## src/rtl/depth_resolve_scan_if.sv

```systemverilog
// rtl/depth_resolve_scan_if.sv - evaluator bus and output pixel stream of the depth resolver
interface depth_resolve_scan_if #(
   parameter int COORD_W  = 11,
   parameter int Z_W      = 20,
   parameter int COLOR_W  = 24,
   parameter int NUM_SURF = 4
);
   logic [COORD_W-1:0]          eval_x;
   logic [COORD_W-1:0]          eval_y;
   logic                        eval_valid;
   logic [NUM_SURF*Z_W-1:0]     surf_z;
   logic [NUM_SURF*COLOR_W-1:0] surf_color;
   logic [NUM_SURF-1:0]         surf_hit;
   logic [COORD_W-1:0]          pix_x;
   logic [COORD_W-1:0]          pix_y;
   logic [COLOR_W-1:0]          pix_color;
   logic                        pix_valid;
   logic                        pix_last;
   logic                        pix_ready;

   modport master (
      output eval_x, eval_y, eval_valid,
      input  surf_z, surf_color, surf_hit,
      output pix_x, pix_y, pix_color, pix_valid, pix_last,
      input  pix_ready
   );

   modport slave (
      input  eval_x, eval_y, eval_valid,
      output surf_z, surf_color, surf_hit,
      input  pix_x, pix_y, pix_color, pix_valid, pix_last,
      output pix_ready
   );
endinterface

```

## src/rtl/depth_resolve_scan.sv

```systemverilog
// rtl/depth_resolve_scan.sv - raster scanner with pipelined nearest-surface depth resolve
module depth_resolve_scan #(
   parameter int               H_RES    = 640,
   parameter int               V_RES    = 480,
   parameter int               NUM_SURF = 4,
   parameter int               Z_W      = 20,
   parameter int               COLOR_W  = 24,
   parameter int               COORD_W  = 11,
   parameter logic [COLOR_W-1:0] BG_COLOR = '0
) (
   input  logic clk,
   input  logic rst,
   input  logic draw_surface_start,
   output logic busy,
   output logic draw_surface_done,
   depth_resolve_scan_if.master bus
);

   // number of registered pairwise compare levels between stage 0 and the output register
   localparam int CMP_STAGES = (NUM_SURF > 1) ? $clog2(NUM_SURF) : 0;
   // lane arrays are twice as wide so the odd partner index of any lane stays in range
   localparam int LANES = 2 * NUM_SURF;
   localparam logic signed [Z_W-1:0] Z_MIN = {1'b1, {(Z_W-1){1'b0}}};
   localparam logic [COORD_W-1:0] X_LAST = COORD_W'(H_RES - 1);
   localparam logic [COORD_W-1:0] Y_LAST = COORD_W'(V_RES - 1);

   typedef enum logic [1:0] {IDLE, SCAN, FLUSH, DONE} state_t;

   state_t state, state_nxt;
   logic [COORD_W-1:0] cnt_x, cnt_y;
   logic adv;
   logic at_end;

   // level 0 is the registered evaluator sample, levels 1..CMP_STAGES the compare tree
   logic signed [Z_W-1:0] lz [0:CMP_STAGES][0:LANES-1];
   logic [COLOR_W-1:0]    lc [0:CMP_STAGES][0:LANES-1];
   logic                  lh [0:CMP_STAGES][0:LANES-1];
   logic                  vld [0:CMP_STAGES];
   logic [COORD_W-1:0]    cx [0:CMP_STAGES];
   logic [COORD_W-1:0]    cy [0:CMP_STAGES];

   // live lanes at a tree level: each level halves the count, an odd lane rides along
   function automatic int lanes_at(input int lvl);
      int n;
      n = NUM_SURF;
      for (int j = 0; j < lvl; j++) n = (n + 1) / 2;
      return n;
   endfunction

   assign adv        = !bus.pix_valid || bus.pix_ready;
   assign at_end     = (cnt_x == X_LAST) && (cnt_y == Y_LAST);
   assign bus.eval_x = cnt_x;
   assign bus.eval_y = cnt_y;

   // FSM state register
   always_ff @(posedge clk or posedge rst) begin
      if (rst) state <= IDLE;
      else     state <= state_nxt;
   end

   // next state and status outputs; a start outside IDLE is simply not looked at
   always_comb begin
      state_nxt         = state;
      bus.eval_valid    = 1'b0;
      busy              = 1'b1;
      draw_surface_done = 1'b0;
      case (state)
         IDLE: begin
            busy = 1'b0;
            if (draw_surface_start) state_nxt = SCAN;
         end
         SCAN: begin
            bus.eval_valid = 1'b1;
            if (adv && at_end) state_nxt = FLUSH;
         end
         FLUSH: begin
            if (bus.pix_valid && bus.pix_ready && bus.pix_last) state_nxt = DONE;
         end
         DONE: begin
            draw_surface_done = 1'b1;
            state_nxt         = IDLE;
         end
         default: state_nxt = IDLE;
      endcase
   end

   // raster counters; they wrap to (0,0) after the last pixel so IDLE always starts clean
   always_ff @(posedge clk or posedge rst) begin
      if (rst) begin
         cnt_x <= '0;
         cnt_y <= '0;
      end else if (state == IDLE) begin
         cnt_x <= '0;
         cnt_y <= '0;
      end else if (state == SCAN && adv) begin
         if (cnt_x == X_LAST) begin
            cnt_x <= '0;
            cnt_y <= (cnt_y == Y_LAST) ? '0 : cnt_y + 1'b1;
         end else begin
            cnt_x <= cnt_x + 1'b1;
         end
      end
   end

   // resolve pipeline: sample, pairwise compare tree, output register; all hold while stalled
   always_ff @(posedge clk or posedge rst) begin
      if (rst) begin
         for (int k = 0; k <= CMP_STAGES; k++) begin
            vld[k] <= 1'b0;
            cx[k]  <= '0;
            cy[k]  <= '0;
            for (int i = 0; i < LANES; i++) begin
               lz[k][i] <= Z_MIN;
               lc[k][i] <= BG_COLOR;
               lh[k][i] <= 1'b0;
            end
         end
         bus.pix_valid <= 1'b0;
         bus.pix_x     <= '0;
         bus.pix_y     <= '0;
         bus.pix_color <= '0;
         bus.pix_last  <= 1'b0;
      end else if (adv) begin
         vld[0] <= bus.eval_valid;
         cx[0]  <= bus.eval_x;
         cy[0]  <= bus.eval_y;
         for (int i = 0; i < NUM_SURF; i++) begin
            lh[0][i] <= bus.surf_hit[i];
            lz[0][i] <= bus.surf_hit[i] ? bus.surf_z[i*Z_W +: Z_W] : Z_MIN;
            lc[0][i] <= bus.surf_hit[i] ? bus.surf_color[i*COLOR_W +: COLOR_W] : BG_COLOR;
         end
         for (int k = 1; k <= CMP_STAGES; k++) begin
            vld[k] <= vld[k-1];
            cx[k]  <= cx[k-1];
            cy[k]  <= cy[k-1];
            for (int i = 0; i < NUM_SURF; i++) begin
               if (i < lanes_at(k)) begin
                  // the right lane (higher index) wins only if it hits and is strictly nearer,
                  // or if it hits while the left lane does not
                  if (((2*i + 1) < lanes_at(k-1)) && lh[k-1][2*i+1] &&
                      (!lh[k-1][2*i] || (lz[k-1][2*i+1] > lz[k-1][2*i]))) begin
                     lz[k][i] <= lz[k-1][2*i+1];
                     lc[k][i] <= lc[k-1][2*i+1];
                     lh[k][i] <= 1'b1;
                  end else begin
                     lz[k][i] <= lz[k-1][2*i];
                     lc[k][i] <= lc[k-1][2*i];
                     lh[k][i] <= lh[k-1][2*i];
                  end
               end
            end
         end
         bus.pix_valid <= vld[CMP_STAGES];
         bus.pix_x     <= cx[CMP_STAGES];
         bus.pix_y     <= cy[CMP_STAGES];
         bus.pix_color <= lc[CMP_STAGES][0];
         bus.pix_last  <= vld[CMP_STAGES] && (cx[CMP_STAGES] == X_LAST) &&
                          (cy[CMP_STAGES] == Y_LAST);
      end
   end

endmodule
```

## src/flat_wrapper.sv

```systemverilog
// flat-port wrapper written by rule: the top's interface ports become plain ports
module depth_resolve_scan_flat 
#(
   parameter int               H_RES    = 640,
   parameter int               V_RES    = 480,
   parameter int               NUM_SURF = 4,
   parameter int               Z_W      = 20,
   parameter int               COLOR_W  = 24,
   parameter int               COORD_W  = 11,
   parameter logic [COLOR_W-1:0] BG_COLOR = '0
)
  (clk, rst, draw_surface_start, busy, draw_surface_done, bus_eval_x, bus_eval_y, bus_eval_valid, bus_surf_z, bus_surf_color, bus_surf_hit, bus_pix_x, bus_pix_y, bus_pix_color, bus_pix_valid, bus_pix_last, bus_pix_ready);
  depth_resolve_scan_if #(.COORD_W(COORD_W), .Z_W(Z_W), .COLOR_W(COLOR_W), .NUM_SURF(NUM_SURF)) bus_i ();
  input  logic clk;
  input  logic rst;
  input  logic draw_surface_start;
  output logic busy;
  output logic draw_surface_done;
  output wire logic [$bits(bus_i.eval_x)-1:0] bus_eval_x;
  output wire logic [$bits(bus_i.eval_y)-1:0] bus_eval_y;
  output wire logic [$bits(bus_i.eval_valid)-1:0] bus_eval_valid;
  input wire logic [$bits(bus_i.surf_z)-1:0] bus_surf_z;
  input wire logic [$bits(bus_i.surf_color)-1:0] bus_surf_color;
  input wire logic [$bits(bus_i.surf_hit)-1:0] bus_surf_hit;
  output wire logic [$bits(bus_i.pix_x)-1:0] bus_pix_x;
  output wire logic [$bits(bus_i.pix_y)-1:0] bus_pix_y;
  output wire logic [$bits(bus_i.pix_color)-1:0] bus_pix_color;
  output wire logic [$bits(bus_i.pix_valid)-1:0] bus_pix_valid;
  output wire logic [$bits(bus_i.pix_last)-1:0] bus_pix_last;
  input wire logic [$bits(bus_i.pix_ready)-1:0] bus_pix_ready;
  assign bus_eval_x = bus_i.eval_x;
  assign bus_eval_y = bus_i.eval_y;
  assign bus_eval_valid = bus_i.eval_valid;
  assign bus_i.surf_z = bus_surf_z;
  assign bus_i.surf_color = bus_surf_color;
  assign bus_i.surf_hit = bus_surf_hit;
  assign bus_pix_x = bus_i.pix_x;
  assign bus_pix_y = bus_i.pix_y;
  assign bus_pix_color = bus_i.pix_color;
  assign bus_pix_valid = bus_i.pix_valid;
  assign bus_pix_last = bus_i.pix_last;
  assign bus_i.pix_ready = bus_pix_ready;
  depth_resolve_scan #(.H_RES(H_RES), .V_RES(V_RES), .NUM_SURF(NUM_SURF), .Z_W(Z_W), .COLOR_W(COLOR_W), .COORD_W(COORD_W), .BG_COLOR(BG_COLOR)) u_core (.clk(clk), .rst(rst), .draw_surface_start(draw_surface_start), .busy(busy), .draw_surface_done(draw_surface_done), .bus(bus_i));
endmodule
```

## config.mk

```make
export PLATFORM = sky130hd
export DESIGN_NAME = depth_resolve_scan_flat
export DESIGN_NICKNAME = d
export VERILOG_FILES = /design/src/rtl/depth_resolve_scan_if.sv /design/src/rtl/depth_resolve_scan.sv /design/src/flat_wrapper.sv
export SDC_FILE = /design/constraint.sdc
export NUM_CORES = 1
export LEC_CHECK = 0
export CAP_MARGIN = 0
export CORE_UTILIZATION = 60
export CTS_CLUSTER_DIAMETER = 50
export CTS_CLUSTER_SIZE = 10
export DETAILED_ROUTE_END_ITERATION = 8
export PLACE_DENSITY = 0.86
export SLEW_MARGIN = 30
export SYNTH_ARGS = -nofsm -noshare
export SYNTH_HDL_FRONTEND = slang
export SYNTH_SLANG_ARGS = --single-unit
```

## constraint.sdc

```tcl
create_clock -name clk -period 40.9 [get_ports clk]
set_input_delay 4.09 -clock clk [delete_from_list [all_inputs] [get_ports clk]]
set_output_delay 4.09 -clock clk [all_outputs]
set_load 0.01 [all_outputs]
```

# After elaboration in Yosys (flattened, before gate mapping)

Cells that the tools add are included.

Reductions and logical operators: 23
Add/subtract/negate cells: 2
Multiplexer cells: 29
Order comparisons: 3
Equality and inequality tests: 10

Operator list:

| cell                                                                    | count |
|---|---|
| 24-bit two-way mux                                                      | 7 |
| 20-bit two-way mux                                                      | 6 |
| 11-bit two-way mux                                                      | 7 |
| 20-bit greater-than comparator                                          | 3 |
| 11-bit by 1-bit adder with 11-bit output, second input constant         | 2 |
| 11-bit by 10-bit equality test with 1-bit output, second input constant | 2 |
| 11-bit by 9-bit equality test with 1-bit output, second input constant  | 2 |
| 1-bit logical AND                                                       | 10 |
| 2-bit case mux with 4 select lines                                      | 1 |
| 2-bit two-way mux                                                       | 3 |
| 1-bit two-way mux                                                       | 5 |
| 2-bit equality test, second input constant                              | 2 |
| 1-bit logical NOT                                                       | 4 |
| 1-bit logical OR                                                        | 4 |
| 2-bit by 1-bit != test with 1-bit output, second input constant         | 2 |
| 2-bit nonzero test                                                      | 2 |
| 3-bit AND reduction                                                     | 1 |
| 2-bit by 1-bit equality test with 1-bit output, second input constant   | 1 |
| 2-bit logical NOT                                                       | 1 |
| 2-bit != test, second input constant                                    | 1 |
| 2-bit AND reduction                                                     | 1 |

Bits of input ports: 184
Register bits: 435
Output and inout port bits: 73
Logic and storage cells: 103

# Logic depth before layout (Yosys ltp)

Gate-level depths: netlist of the first run.

Depth in word-level cells: 5
Mapped depth: 11
Depth with buffers taken out: 9

# Worst setup path after synthesis of the first run

Ideal clock, no wire load.

Path kind: input -> register
Start point: in bus_pix_ready
End point: reg u_core.cnt_y[10] (netlist: u_core.bus.eval_y[10])
Cell stages on the path: 9
Slack: 35.254 ns
Library setup time: 0.078 ns
Arrival: 5.568 ns
Required time: 40.822 ns
Buffers on the path: 2
Path through: nand2b_1 clkbuf_1 and2_1 clkbuf_1 a21oi_2 nor3b_1 nand3_1 xor2_1 a21oi_1

Longest elaborated chain between the ends: 4

Ends and longest elaborated chain:

| what                                 | RTL line                 | RTL |
|---|---|---|
| start, declared                      | flat_wrapper.sv:30       | `input wire logic [$bits(bus_i.pix_ready)-1:0] bus_pix_ready;` |
| 1-bit logical OR                     | depth_resolve_scan.sv:50 | `assign adv = !bus.pix_valid \|\| bus.pix_ready;` |
| 1-bit logical AND                    | depth_resolve_scan.sv:95 | `end else if (state == SCAN && adv) begin` |
| 2-bit nonzero test (no source line)  | n/a                      |  |
| 2-bit AND reduction (no source line) | n/a                      |  |
| end signal, assigned                 | depth_resolve_scan.sv:98 | `cnt_y <= (cnt_y == Y_LAST) ? '0 : cnt_y + 1'b1;` |
| end, declared                        | depth_resolve_scan.sv:30 | `logic [COORD_W-1:0] cnt_x, cnt_y;` |

No other way between the ends.
A chain may end at the register's enable or synchronous reset.

# Final worst setup path of the first run

Start point: in bus_pix_ready
End point: reg u_core.lc[185] (netlist name)

Longest elaborated chain between the ends: 1

Ends and longest elaborated chain:

| what                          | RTL line                  | RTL |
|---|---|---|
| 1-bit logical OR              | depth_resolve_scan.sv:50  |  |
| end signal, assigned by index | depth_resolve_scan.sv:130 | `lc[0][i] <= bus.surf_hit[i] ? bus.surf_color[i*COLOR_W +: COLOR_W] : BG_COLOR;` |
| end signal, assigned by index | depth_resolve_scan.sv:143 | `lc[k][i] <= lc[k-1][2*i+1];` |
| end signal, assigned by index | depth_resolve_scan.sv:147 | `lc[k][i] <= lc[k-1][2*i];` |
| end, declared                 | depth_resolve_scan.sv:36  | `logic [COLOR_W-1:0] lc [0:CMP_STAGES][0:LANES-1];` |

No other way between the ends.

==> flow_summary.ini, run 1 <==
[status]
status = finished clean

[setup_path]
ff2ff_path_depth = 10
path_cells = clkdlybuf4s50_1, nand2b_4, buf_4, buf_4, buf_4, nor2_1, a21oi_1
cpPeakStageDelay_ns = 0.80
crit_path_end_kind = flop
criticalPathCategory = input port to flop
critPathLaunchType = input port
critPathMaxFanout = 93
crit_required_ns = 41.36
critPathArrivalTime_ns = 8.17
cp_slowest_cell = buf_4
path_common_cell = buf_4

[timing]
tns_ns = 0
slew_violations = 0
period_minus_slack_ns = 7.71
rsz0062_at_grt = no
finalHoldViolations = 0
worst_pin_slew_ns = 0.973
slew_headroom_pct = 35.1
fmax_mhz = 130
timing.clock.skew_ns = 0.0165
report.final.setup_viol = 0
fin_crit_sh_pct = 18.9

[grt]
grt_max_degree = 155
grt_pass1_vias = 15732
grt_usage_pct = 29.3
grt_antenna_before_repair = 0
grt_pass1_wl_um = 77500
grt.overflow.total = 0

[power]
totalPowerFinal_mw = 1.56
p_per_area_nw_per_um2 = 66.0
vdd_drop_max_uv = 47.6
power.leakage_nw = 11.8

[final_layout]
fin_area_um2 = 23600
area_growth_pct = 21.1
diodes = 0
drive_above_1_share_pct = 4.11
multi_input_area_um2 = 7740
fillers = 2129
nNetsFinal = 2541
seq_area_um2 = 10900

[synthesis]
synthArstFlopShare_pct = 100
synth.area.top_cells = dfrtp_1 (55%), nand2_1 (13%), mux2i_1 (5.8%)
synthTopCellsByCount = nand2_1 (651), dfrtp_1 (429), nand3_1 (186)
synth_top_cell_area_share_pct = 55.2
syn_inst = 2099
ys_types = 55
synthesis.nets = 2349
synth-seq-area-share_pct = 56.0
avgSynthCellArea_um2 = 9.27
yosysTopAreaCell = dfrtp_1
synth_edf_count = 0
ys_ff_latch = 435
post-synth-top-count-cell = nand2_1
yosys_warnings = 0
synthFlopType = dfrtp_1
syn-cell-area_um2 = 19400

[placed_design]
finalWeightedCongestion = 0.918
port_buffers = 256
dp_hpwl_um = 30900
place_area_um2 = 22100

[clock_tree]
worst_skew_pair.late_latency_ns = 0.55
cts_buffer_depth = 3
clkTransAtPathRegs_ns = 0.05
cts_resized = 0
postCtsHoldBufs = 0
cts_tree = done
clkSinkCount = 435
root_buffer = clkbuf_16
cts_max_level = 2
post_cts_buffers = 0
cts-buffers-inserted = 51

[die]
core.rowCount = 65
die_y_um = 182
chipWidth_um = 182
initial_core_util_pct = 61.3
ioPinCount = 257
core_area_um2 = 31700
die_area_um2 = 33100

[drt]
drtIter0Drc = 1154
ant_nets = 0
wl_met2_um = 23000
route.met3.wl_um = 2690
wl_um = 47600
vias = 15683
drt-met1-wl_um = 20100
drt_pass1_iterations = 6
drc = 0
routedWlPerCell_um = 17.5
top_layer = met4
vias_per_cell = 5.78

[hold_path]
holdCritPathClass = flop to flop
min_path_cells = 2

[run]
maxCapViolations = 0
-- worst max-delay path, delay by kind of cell --
kind | cells | cell delay [ns]
compound gates | 1 | 0.18
buf+inv | 4 | 2.88
simple gates | 2 | 0.88
-- cells in the final DEF (no fill, tap or decap), types with 2 or more instances in the layout --
cell,Yosys,final
inv_6,0,3
o21ai_0,64,64
nand3_1,186,185
clkbuf_1,108,16
and3_1,3,3
a221oi_1,2,2
nor4_1,3,3
nand4b_1,5,5
or3_1,2,2
o21a_1,2,2
buf_4,1,11
dfstp_2,6,6
nor3_1,2,2
inv_1,70,69
a22oi_1,2,2
a21o_1,3,3
nand4_1,17,17
clkdlybuf4s50_1,0,252
nand2_1,651,651
dfrtp_1,429,429
xor2_1,8,8
a31oi_1,6,6
mux2i_1,112,112
xnor2_1,2,2
ha_1,66,66
buf_6,5,4
nor2_1,132,132
o211ai_1,4,4
or4_1,2,2
and4_1,7,7
clkinv_8,0,2
nor3b_1,3,3
nand2b_1,4,3
a21oi_2,2,2
a21oi_1,148,148
mux2_2,2,2
a41oi_1,2,2
clkbuf_16,0,52
nor2b_1,6,5
-- kinds of logic (layout without fill, tap and decap cells) --
logic type	count (synthesis)	count (layout)	share of synthesized area [%]
AND/OR/NAND/NOR	1030	1030	22.2
buffers and inverters	200	414	4.43
multiplexers	114	114	5.88
AO/OA/AOI/OAI	244	244	6.77
adder cells (fa/ha/maj)	66	66	4.25
flip-flops	435	435	56.0
XOR/XNOR	10	10	0.450
-- report_power, final --
part	internal (mW)	switching (mW)	total, mW
Combinational	0.216	0.297	0.513
Clock	0.238	0.166	0.405
Sequential	0.554	0.0845	0.639
Total	1.01	0.547	1.56
-- stage by stage --
stage	hold WS, ns	instances	util (%)	setup slack, ns
6_report	0.460	2715	74.3	33.19
5_1_grt	0.478	2715	74.3	32.88
4_1_cts	0.466	2715	74.2	33.25
3_5_place_dp	0.455	2640	69.6	32.75
3_3_place_gp	0.449	2639	69.5	32.90
2_1_floorplan	0.438	2099	-	24.70
-- worst paths after layout --
kind                                                from  slack, ns                        to
worst max-delay path                       bus_pix_ready      33.19            u_core.lc[185]
worst min-delay path            u_core.bus.pix_color[23]       0.46  u_core.bus.pix_color[23]
worst max register to register            u_core.lz[439]      36.78            u_core.lc[344]
worst min register to register  u_core.bus.pix_color[23]       0.46  u_core.bus.pix_color[23]
max in group asynchronous                            rst      35.06            u_core.lc[172]
min in group asynchronous                            rst       4.06             u_core.cy[18]
-- flip-flops by register name, summed over array words and instances, names as in the netlist, 24 cells and up --
name,count
u_core.bus.pix_color,24
u_core.cx,33
u_core.lz,120
u_core.cy,33
u_core.lc,168
-- area by class of cell --
class | instances | share of cell area, %
clock buffer | 69 | 5.84
clock inverter | 6 | 0.329
inverter | 70 | 1.17
multi-input combinational | 1464 | 32.8
sequential | 435 | 46.2
tap | 402 | 2.13
timing repair buffer | 269 | 11.4
-- metal layers --
layer	GRT usage, %	up-vias
li1	-	7315
met1	39.4	7660
met2	48.2	590
met3	3.93	118
met4	11.9	0
met5	0	-
(Power assumes the default switching activity.)
==> inputs of run 2 (changes only) <==
Settings changed: CORE_UTILIZATION 60 to 50, PLACE_DENSITY 0.86 to 0.76.
Clock period 40.9 ns to 6.85 ns, I/O delays scaled along.
==> run 2 against run 1 <==
  * Sequential power rose to 6.0 times the previous value
  * Utilization is 11 points lower
  * Total power grew to 6.0 times the previous value
  * Combinational power rose to 5.9 times the previous value
  * Register-to-register slack worse by 33 ns
  * Cell area increased by 1.2%
==> flow_summary.ini, run 2 (synthesized netlist as in run 1, its figures left out) <==
[clock_tree]
root_buffer = clkbuf_16
cts_buffer_depth = 3
cts_max_level = 2
cts-buffers-inserted = 52
worst_skew_pair.late_latency_ns = 0.58
postCtsHoldBufs = 0
clkSinkCount = 435
cts_tree = done
post_cts_buffers = 0
clkTransAtPathRegs_ns = 0.06
cts_resized = 0

[hold_path]
holdCritPathClass = flop to flop

[drt]
vias = 15177
ant_nets = 0
drtIter0Drc = 1018
drt_pass1_iterations = 6
drc = 0
vias_per_cell = 5.35
routedWlPerCell_um = 17.0
wl_um = 48300

[timing]
report.final.setup_viol = 0
rsz0062_at_grt = no
fin_ws_ns = 3.37
timing.clock.skew_ns = 0.0162
slew_violations = 0
fin_crit_sh_pct = 50.8
finalHoldViolations = 0
slew_headroom_pct = 35.0
fmax_mhz = 287
period_minus_slack_ns = 3.48
worst_pin_slew_ns = 0.975
tns_ns = 0

[final_layout]
final_common_cell = nand2_1
largest_reg_flops = 168
largest-register = u_core.lc
nNetsFinal = 2546
drive_above_1_share_pct = 4.39
area_growth_pct = 22.6
reg.largest.list = u_core.lc: 168 flops, u_core.lz: 120 flops
layout_common_cells = nand2_1 (651), dfrtp_1 (429), clkdlybuf4s50_1 (252)

[die]
die_area_um2 = 39700
core.rowCount = 71
die_y_um = 199
chipWidth_um = 199
core_area_um2 = 37900
ioPinCount = 257
initial_core_util_pct = 51.3

[grt]
grt_usage_pct = 25.1
grt_antenna_before_repair = 1
grt.overflow.total = 0
grt_pass1_wl_um = 78200
grt_max_degree = 254
grt_pass1_vias = 15416

[placed_design]
port_buffers = 256
dp_hpwl_um = 31800
finalWeightedCongestion = 0.873
pre_cts_slack_ns = 3.31

[setup_path]
cp_slowest_cell = nand3_4
crit_path_end_kind = flop
critPathArrivalTime_ns = 3.92
crit_required_ns = 7.29
critPathLaunchType = flop
criticalPathCategory = flop to flop
critPathMaxFanout = 44
path_cells = inv_1, ha_1, nand4_1, nor4_1, nand2_1, a41oi_1, nand3_4, mux2i_1, a21oi_1
cpPeakStageDelay_ns = 0.76

[power]
totalPowerFinal_mw = 9.38
p_per_area_nw_per_um2 = 393
vdd_drop_max_uv = 246
power.leakage_nw = 11.8

[status]
status = finished clean

[run]
maxCapViolations = 0
==> run 2: cell types whose count changed in the layout (fill, tap and decap cells not counted), sizes merged <==
| cell | before | now |
|---|---|---|
| clkinv | 3 | 1 |
| clkbuf | 69 | 74 |
| diode | 0 | 1 |
| clkinvlp | 0 | 2 |
| bufinv | 1 | 2 |
| buf | 17 | 21 |
==> run 2: through the flow <==
stage	cell area, µm²	util [%]	hold WS [ns]	instances
global placement	22200	58.6	0.450	2749
global route	23800	62.9	0.480	2834
finish	23900	62.9	0.461	2835
floorplan	19500	-	0.438	2099
CTS	23800	62.7	0.464	2832
detailed placement	22300	58.7	0.454	2751
==> run 2: final cells by class <==
type | instances | area, µm²
fillers | 3151 | 14100
inverters | 70 | 267
clock inverters | 7 | 103
well taps | 511 | 639
multi-input cells | 1464 | 7740
repair buffers | 273 | 2780
clock buffers | 74 | 1430
flip-flops and latches | 435 | 10900
diodes | 1 | 2.50
==> run 2: per-layer routing <==
metal | part of all wire [%] | track usage, %
met5 | 0.027 | 0
met4 | 2.8 | 9.54
met3 | 5.8 | 4.76
met2 | 48 | 41.0
met1 | 43 | 33.1
==> run 2: path summary, 6_finish.rpt <==
check,startpoint,endpoint,slack (ns),depth (start not counted)
max,u_core.lz[479],u_core.lz[312],3.37,9
min,u_core.bus.pix_y[7],u_core.bus.pix_y[7],0.46,2
max reg2reg,u_core.lz[479],u_core.lz[312],3.37,9
min reg2reg,u_core.bus.pix_y[7],u_core.bus.pix_y[7],0.46,2
max in group asynchronous,rst,u_core.lc[514],4.83,4
min in group asynchronous,rst,u_core.lz[402],0.60,2
==> run 2: where the power goes <==
part	leakage, nW	switching, mW	internal (mW)
Combinational	5.54	1.74	1.30
Clock	0.736	1.02	1.50
Sequential	5.56	0.509	3.31
==> run 2: worst max-delay path: cells and delay by family, from the launching register on <==
family	cells	cell delay, ns
compound gates	2	0.47
fa+ha+maj	1	0.34
buf+inv	1	0.05
flops	1	0.52
mux	1	0.49
simple gates	4	1.47
==> inputs of run 3 (changes only) <==
Clock period 6.85 ns to 3.2 ns, I/O delays scaled along.
==> run 3 against run 2 <==
  * Combinational power increased by 120%
  * Utilization increased by 0.27 points
  * Die area unchanged
  * Final cell count increased by 0.42%
  * Global-route usage increased by 0.10 points
  * Sequential cell count unchanged
  * Sequential share of layout area decreased by 0.20 points
  * Cell area increased by 0.43%
  * Count of clock-buffer cells in the layout increased by 5
  * Clock skew increased by 0.0015 ns
  * Maximum frequency increased by 16%
  * Non-clock buffer count increased by 8
  * Critical path type unchanged
  * Largest cell class unchanged
==> flow_summary.ini, run 3 (synthesized netlist as in run 1, its figures left out) <==
[status]
status = finished clean

[drt]
vias = 15253
routedWlPerCell_um = 17.2
drc = 0
ant_nets = 0
drtIter0Drc = 832
drt_pass1_iterations = 5
wl_um = 48900
vias_per_cell = 5.36

[setup_path]
critPathLaunchType = flop
crit_family = simple AND/OR/NAND/NOR gates
criticalPathCategory = flop to flop
crit_path_end_kind = flop
critPathArrivalTime_ns = 3.42
crit_required_ns = 3.61
cp.buffers_inverters = 2
cp_slowest_cell = dfstp_2
path_cells = inv_1, ha_1, nand4_1, nor4_1, a21bo_2, nand4b_1, nor3b_4, buf_4, mux2i_1, a21oi_1
cpPeakStageDelay_ns = 0.52
critPathMaxFanout = 23

[power]
sw_frac_of_total_pct = 35.1
vdd_drop_max_uv = 527
power.leakage_nw = 11.9
p_int_mw = 13.1
p_clk_share_pct = 26.2
combPwrFrac_pct = 32.8
p_per_area_nw_per_um2 = 840
pwr-share-seq_pct = 41.0
totalPowerFinal_mw = 20.1
netSwitchingPower_mw = 7.06

[placed_design]
pre_cts_slack_ns = 0.213
place_area_um2 = 22400
dp_hpwl_um = 32800
dp_cells = 2760
port_buffers = 256
finalWeightedCongestion = 0.884

[timing]
fin_ws_ns = 0.195
slew_headroom_pct = 36.6
hold_ws_ns = 0.106
report.final.setup_viol = 0
tns_ns = 0
timing.clock.skew_ns = 0.0177
fin_crit_sh_pct = 93.9
fmax_mhz = 333
finalHoldViolations = 0
period_minus_slack_ns = 3.00
slew_violations = 0
worst_pin_slew_ns = 0.952
rsz0062_at_grt = no

[final_layout]
layout_common_cells = nand2_1 (651), dfrtp_1 (429), clkdlybuf4s50_1 (252)
reg.largest.list = u_core.lc: 168 flops, u_core.lz: 120 flops
diodes = 0
area_growth_pct = 23.2
nNetsFinal = 2553
drive_above_1_share_pct = 4.67
finalNonFillerCells = 2847
fin_area_um2 = 24000
largest_reg_flops = 168
final_common_cell = nand2_1
fillers = 3108
largest-register = u_core.lc
final_core_util_pct = 63.1

[clock_tree]
root_buffer = clkbuf_16
postCtsHoldBufs = 0
cts-buffers-inserted = 51
post_cts_buffers = 0
clkTransAtPathRegs_ns = 0.06
cts_max_level = 2
worst_skew_pair.late_latency_ns = 0.58
cts_tree = done
clkSinkCount = 435
cts_buffer_depth = 3

[grt]
grt_max_degree = 255
grt.overflow.total = 0
grt_usage_pct = 25.2
grt_pass1_wl_um = 78300
grt_pass1_vias = 15236
grt_antenna_before_repair = 1

[die]
die_area_um2 = 39700
chipWidth_um = 199
core_area_um2 = 37900
initial_core_util_pct = 51.3
core.rowCount = 71
die_y_um = 199
ioPinCount = 257

[hold_path]
holdCritPathClass = input port to asynchronous set/reset pin

[run]
maxCapViolations = 0
## run 3: cell types whose count changed in the layout (fill, tap and decap cells not counted), sizes merged
cell      delta
buf          +8
clkbuf       +5
clkinv       +2
inv          -2
bufinv       -1
clkinvlp     +1
diode        -1
## run 3: repair_timing
item	4_1_cts	5_1_grt
hold endpoints to repair	0	0
gates resized for setup	0	2
endpoints found under the setup margin	0	3
## run 3: power groups by stage
stage,combinational (mW),clock [mW],sequential [mW]
detailed placement,6.57,0,8.28
finish,6.60,5.28,8.24
global placement,6.29,0,8.25
CTS,6.62,5.38,8.22
global route,7.34,5.61,8.41
floorplan,4.60,0,7.98
## run 3: final timing paths
check | startpoint | to | slack, ns | depth (start not counted)
max in group asynchronous | rst | u_core.cx[7] | 2.05 | 3
worst min register to register | u_core.bus.pix_color[0] | u_core.bus.pix_color[0] | 0.46 | 2
min in group clk | bus_surf_hit[2] | u_core.lh[21] | 0.25 | 3
worst max register to register | u_core.lz[439] | u_core.lc[345] | 0.20 | 10
worst max-delay path | u_core.lz[439] | u_core.lc[345] | 0.20 | 10
worst min-delay path | rst | u_core.lz[282] | 0.11 | 2
## run 3: area by class of cell
class | count | area, µm² | area share [%]
repair buffers | 281 | 2920 | 12.2
flip-flops and latches | 435 | 10900 | 45.5
inverters | 70 | 267 | 1.11
clock inverters | 7 | 80.1 | 0.334
clock buffers | 79 | 1410 | 5.90
well taps | 511 | 639 | 2.67
multi-input cells | 1464 | 7740 | 32.3
## run 3: worst reg2reg max path, cell delays in order (launching register included)
cell and delay [ns]:
dfstp_2 0.52, inv_1 0.05, ha_1 0.35, nand4_1 0.17, nor4_1 0.33, a21bo_2 0.29
nand4b_1 0.12, nor3b_4 0.20, buf_4 0.41, mux2i_1 0.30, a21oi_1 0.10
## run 3: per-layer routing
metal	vias up	share of wire (%)	GRT usage (%)
li1	7331	-	-
met1	7419	43	33.4
met2	402	48	40.6
met3	99	5.5	4.46
met4	2	3.6	11.0
met5	-	0.027	0
